[src/rtl/midi_receiver.sv]
// midi_receiver: 31250-baud 8N1 UART plus MIDI note-on/note-off parser; MIDI_CHANNEL_FILTER_EN restricts events to CHANNEL
module midi_receiver #(
    parameter int CLK_HZ  = 100000000,
    parameter int BAUD    = 31250,
    parameter int CHANNEL = 0
) (
    input  logic       clk,
    input  logic       reset,
    input  logic       rx,
    output logic [6:0] note,
    output logic [6:0] velocity,
    output logic       event_strobe,
    output logic       frame_error
);
    localparam int BIT = CLK_HZ / BAUD;
    localparam int CW = $clog2(BIT);
    localparam logic [CW-1:0] BIT_END = CW'(BIT - 1);
    localparam logic [CW-1:0] HALF_END = CW'(BIT / 2 - 1);
    localparam logic [1:0] IDLE = 2'd0;
    localparam logic [1:0] START = 2'd1;
    localparam logic [1:0] DATA = 2'd2;
    localparam logic [1:0] STOP = 2'd3;
`ifdef MIDI_CHANNEL_FILTER_EN
    localparam logic FILTER = 1'b1;
`else
    localparam logic FILTER = 1'b0;
`endif

    logic          rx_meta, rx_sync, rx_prev;
    logic [1:0]    state;
    logic [CW-1:0] cnt;
    logic [2:0]    bit_idx;
    logic [7:0]    shift;
    logic          byte_done;
    logic [7:0]    status;
    logic          idx;
    logic [6:0]    d1;
    logic          chan_ok, last;

    assign chan_ok = !FILTER || (status[3:0] == 4'(CHANNEL));
    assign last = idx || (status[6:5] == 2'b10);

    // two-flop synchronizer plus previous value for falling-edge detection
    always_ff @(posedge clk) begin
        if (reset) begin
            rx_meta <= 1'b1;
            rx_sync <= 1'b1;
            rx_prev <= 1'b1;
        end else begin
            rx_meta <= rx;
            rx_sync <= rx_meta;
            rx_prev <= rx_sync;
        end
    end

    // UART framing: mid-bit sampling, glitch rejection on the start bit, stop-bit check
    always_ff @(posedge clk) begin
        if (reset) begin
            state       <= IDLE;
            cnt         <= '0;
            bit_idx     <= '0;
            shift       <= '0;
            byte_done   <= 1'b0;
            frame_error <= 1'b0;
        end else begin
            byte_done   <= 1'b0;
            frame_error <= 1'b0;
            case (state)
                IDLE: if (rx_prev && !rx_sync) begin
                    state <= START;
                    cnt   <= '0;
                end
                START: if (cnt == HALF_END) begin
                    state   <= rx_sync ? IDLE : DATA;
                    cnt     <= '0;
                    bit_idx <= '0;
                end else cnt <= cnt + 1'b1;
                DATA: if (cnt == BIT_END) begin
                    cnt     <= '0;
                    shift   <= {rx_sync, shift[7:1]};
                    bit_idx <= bit_idx + 1'b1;
                    if (bit_idx == 3'd7) state <= STOP;
                end else cnt <= cnt + 1'b1;
                default: if (cnt == BIT_END) begin
                    state       <= IDLE;
                    byte_done   <= rx_sync;
                    frame_error <= !rx_sync;
                end else cnt <= cnt + 1'b1;
            endcase
        end
    end

    // message parser: running status, data indexing, note-on/off output
    always_ff @(posedge clk) begin
        if (reset) begin
            status       <= '0;
            idx          <= 1'b0;
            d1           <= '0;
            note         <= '0;
            velocity     <= '0;
            event_strobe <= 1'b0;
        end else begin
            event_strobe <= 1'b0;
            if (frame_error) begin
                status <= '0;
                idx    <= 1'b0;
            end else if (byte_done) begin
                if (shift[7:4] == 4'hF) begin
                    if (!shift[3]) begin
                        status <= '0;
                        idx    <= 1'b0;
                    end
                end else if (shift[7]) begin
                    status <= shift;
                    idx    <= 1'b0;
                end else if (status[7]) begin
                    if (!last) begin
                        d1  <= shift[6:0];
                        idx <= 1'b1;
                    end else begin
                        idx <= 1'b0;
                        if (chan_ok && status[7:5] == 3'b100) begin
                            note         <= d1;
                            velocity     <= status[4] ? shift[6:0] : 7'd0;
                            event_strobe <= 1'b1;
                        end
                    end
                end
            end
        end
    end
endmodule
[config.mk]
export PLATFORM = sky130hd
export DESIGN_NAME = midi_receiver
export DESIGN_NICKNAME = d
export VERILOG_FILES = /design/src/rtl/midi_receiver.sv
export SDC_FILE = /design/constraint.sdc
export NUM_CORES = 1
export LEC_CHECK = 0
export BUFFER_PORTS_ARGS = -buffer_cell sky130_fd_sc_hd__buf_2
export CORE_MARGIN = 3
export CORE_UTILIZATION = 55
export CTS_BUF_LIST = sky130_fd_sc_hd__clkbuf_8
export CTS_CLUSTER_DIAMETER = 100
export CTS_CLUSTER_SIZE = 12
export DETAILED_ROUTE_END_ITERATION = 16
export GPL_ROUTABILITY_DRIVEN = 0
export HOLD_SLACK_MARGIN = 0.05
export MAX_ROUTING_LAYER = met4
export PLACE_DENSITY = 0.82
export RECOVER_POWER = 100
export SYNTH_ARGS = -nofsm -noshare
export SYNTH_HDL_FRONTEND = slang
export SYNTH_SLANG_ARGS = --single-unit
export TNS_END_PERCENT = 30
[constraint.sdc]
create_clock -name clk -period 5.1 [get_ports clk]
set_clock_uncertainty 0.15 [all_clocks]
set_input_delay 1.02 -clock clk [delete_from_list [all_inputs] [get_ports clk]]
set_output_delay 1.02 -clock clk [all_outputs]
set_load 0.005 [all_outputs]
==> out/qor.log <==
[die] initial standard-cell utilization of the core 59.2%
[detailed_routing] number of optimization iterations in the first detailed-route pass 4
[pwr] peak supply drop 0.000287 V
[placed_design] number of I/O port buffers 18
[logic_synthesis] average size of a mapped cell 8.54 sq um
[die] CORE AREA 4170 sq um
[logic_synthesis] count of state elements after synthesis 57
[clock_network] CTS H-tree lvls 3
[logic_synthesis] total of warnings raised by yosys 0
[sta] final clock period utilization by the worst path 63.1%
[clock_network] Skew-Pair Late Insertion Delay 0.33 ns
[setup_path] largest fanout on the critical path 53
[sta] shortest clock period the worst path allows after layout 3.22 ns
[outcome] outcome finished with violations
[final_layout] utilization of the core after routing 66.4%
[clock_network] number of clock buffers inserted by TritonCTS 9
[grt] overflow left after global routing 0
[detailed_routing] per-cell routed wire length 13.8 um
[die] Vert. Die Dim 73.0 um
[final_layout] area growth from synthesis to layout 12.2%
[hold_path] WHS Path Cells 1
[logic_synthesis] post-synth net total 299
[setup_path] startpoint types input port
[detailed_routing] vias 2,087
[setup_path] Req. time, crit path 5.09 ns
[clock_network] CTS sink count 57
[sta] transition at the pin with the smallest max-transition slack 2.18 ns
[sta] Final Slew Violations 54
[die] number of top-level pins 19
[final_layout] number of nets at the end of the flow 315
[sta] number of endpoints with negative hold slack in the final report 0
[grt] via count of the first global-routing pass 1,887
[grt] initial antenna violation count 0
[pwr] power density normalized to cell area 364 nW/um^2
[sta] final-report setup violation count 0
[setup_path] Critical Path End Type register
[detailed_routing] number of remaining DRC errors 0
[grt] global-route usage over all layers 21.7%
[clock_network] post-cts repair resize count 0
[die] chip width 73.0 um
[clock_network] root buffer cell clkbuf_8
[pwr] Comb power frac 12.8%
[run] Max-Cap Viols 1
[detailed_routing] routed wire length 4990 um
[die] area of the die 5330 sq um
[pwr] proportion of power drawn by the clock network 41.9%
[pwr] Switching Power 280 uW
[grt] wire length of the first global-routing pass 8630 um
[final_layout] number of diodes 0
[placed_design] DP HPWL 3330 um
[logic_synthesis] number of different library cells in the post-synthesis netlist 39
[setup_path] worst r2r path cells 6
[pwr] sequential share of power 45.3%
[pwr] net switching fraction of the power 27.7%
[clock_network] Post-CTS Setup Inserts 0
[clock_network] post-cts hold buffer count 0
[sta] Rel. slew slack -45.2%
[grt] pin count of the biggest net entering global routing 54
[sta] upper clock frequency limit 311 MHz
[outcome] violations in the final reports max-capacitance violations, max-slew violations
[hold_path] type of the tightest min-delay check register to register
[setup_path] signal arrival time at the worst endpoint 3.21 ns
[die] number of cell rows 23
[pwr] leakage power of the design 0.00101 uW
[clock_network] Max Root-Sink Buffers 2
[final_layout] share of cells above drive strength 1 11.6%
[logic_synthesis] synthesized instance count 289
[detailed_routing] Vias/cell 5.80
[detailed_routing] DRT antenna net count 0
[clock_network] clock input transition at the sequential cells of the worst setup and hold paths 0.07 ns
[sta] RSZ-0062 raised after global routing no
[pwr] internal power contribution 729 uW
[logic_synthesis] synthesized cell area 2470 sq um
[clock_network] TritonCTS clock tree yes
[final_layout] fillcell total 354
[detailed_routing] DRC violation total after the first TritonRoute iteration 127
[setup_path] critical path start-end classification input port to register
[logic_synthesis] sequential element share of the synthesized area 46.2%
[sta] Post-Route Setup TNS 0 ns
## final timing paths
check                                  to           startpoint  slack [ns]
hold / removal         rx_sync$_SDFF_PP1_   rx_meta$_SDFF_PP1_        0.26
hold reg to reg        rx_sync$_SDFF_PP1_   rx_meta$_SDFF_PP1_        0.26
setup / recovery  bit_idx[2]$_SDFFE_PP0P_                reset        1.88
setup reg to reg      cnt[2]$_SDFFE_PP0P_  cnt[0]$_SDFFE_PP0P_        2.32
## flip-flops by register name (all words and copies together) (netlist names)
register / count
frame_error: 1
bit_idx: 3
rx_sync: 1
byte_done: 1
event_strobe: 1
rx_meta: 1
status: 4
cnt: 12
velocity: 7
note: 7
idx: 1
rx_prev: 1
shift: 8
d1: 7
state: 2
## power groups by stage
| stage | clock network (uW) | logic (uW) | registers [uW] |
|---|---|---|---|
| after detailed placement | 0 | 126 | 467 |
| after global routing | 455 | 144 | 458 |
| final | 423 | 129 | 457 |
| after global placement | 0 | 126 | 467 |
| after CTS | 434 | 127 | 457 |
| after floorplan | 0 | 99.1 | 466 |
## layer usage
layer | part of all wire (%) | routed length (um) | GRT usage [%]
met4 | 0.96 | 48 | 7.58
met5 | 0 | 0 | -
met1 | 47 | 2320 | 26.6
met2 | 46 | 2300 | 32.4
met3 | 6.3 | 315 | 8.40
## cells in the mapped netlist
cell	count	share of area, %
inv_1	10	1.5
and3b_1	1	0.35
clkbuf_1	12	1.8
nand2_1	46	7.0
a221o_1	3	1.2
and2_0	1	0.25
a211oi_1	3	0.91
mux2i_1	9	3.6
nand3_1	21	4.3
a21o_1	2	0.61
nor2_1	22	3.3
or4_1	2	0.61
a2111oi_0	3	1.1
a21boi_1	1	0.30
or2_2	5	1.3
buf_1	1	0.15
xnor2_1	5	1.8
nand2b_1	4	1.0
nand3b_1	4	1.2
nor4_1	5	1.3
o221a_2	1	0.46
o32ai_1	3	1.1
ha_1	7	3.5
a31oi_1	2	0.51
nor4b_1	2	0.71
a21oi_1	28	5.7
or3_1	3	0.76
nand4_1	5	1.3
nor3_1	7	1.4
and2_1	2	0.51
o22ai_1	1	0.25
a22oi_1	4	1.2
nor4_4	1	0.86
o21ai_0	1	0.20
a21boi_0	1	0.30
or3b_4	1	0.46
nor2b_1	1	0.25
o41ai_1	2	0.71
dfxtp_1	57	46
## cell type report
cell class	instances	area, sq um	area share [%]
clock buffer	10	138	4.97
clock inverter	6	66.3	2.39
inverter	10	37.5	1.36
multi-input combinational	209	1240	44.8
sequential	57	1140	41.2
tap	50	62.6	2.26
timing repair buffer	18	82.6	2.98
## kinds of logic (layout without fill, tap and decap cells)
logic type / after synthesis / count (layout) / share of synthesized area [%]
AOI/OAI and AO/OA: 55 / 55 / 14.5
and+or+nand+nor: 133 / 133 / 26.8
adders and majority gates: 7 / 7 / 3.55
xor gates and xnor gates: 5 / 5 / 1.77
DFF: 57 / 57 / 46.2
buffers and inverters: 23 / 44 / 3.50
muxes: 9 / 9 / 3.65
## through the flow
step	setup WS (ns)	instance area (sq um)	hold slack (ns)	std cells	power, uW
floorplan	2.94	2470	0.239	289	565
finish	1.88	2770	0.261	360	1010
detailed placement	2.36	2570	0.245	344	594
global route	1.63	2770	0.300	360	1060
CTS	2.38	2780	0.265	360	1020
global placement	2.46	2570	0.245	344	593
## cells in the final DEF (no fill, tap or decap), types with 5 or more instances in the layout
cell type / instances
dfxtp_1: 57
nand2_1: 46
a21oi_1: 28
nor2_1: 22
nand3_1: 21
buf_2: 12
inv_1: 10
clkbuf_8: 10
mux2i_1: 9
nor3_1: 7
ha_1: 7
clkbuf_1: 6
nand4_1: 5
nor4_1: 5
xnor2_1: 5
or2_2: 5
## critical path, cell delays in order
cell and delay [ns]:
clkbuf_1 1.53, inv_1 0.40, nand2_1 0.18, o32ai_1 0.08
Note: power is estimated with default switching activity, not from simulation.
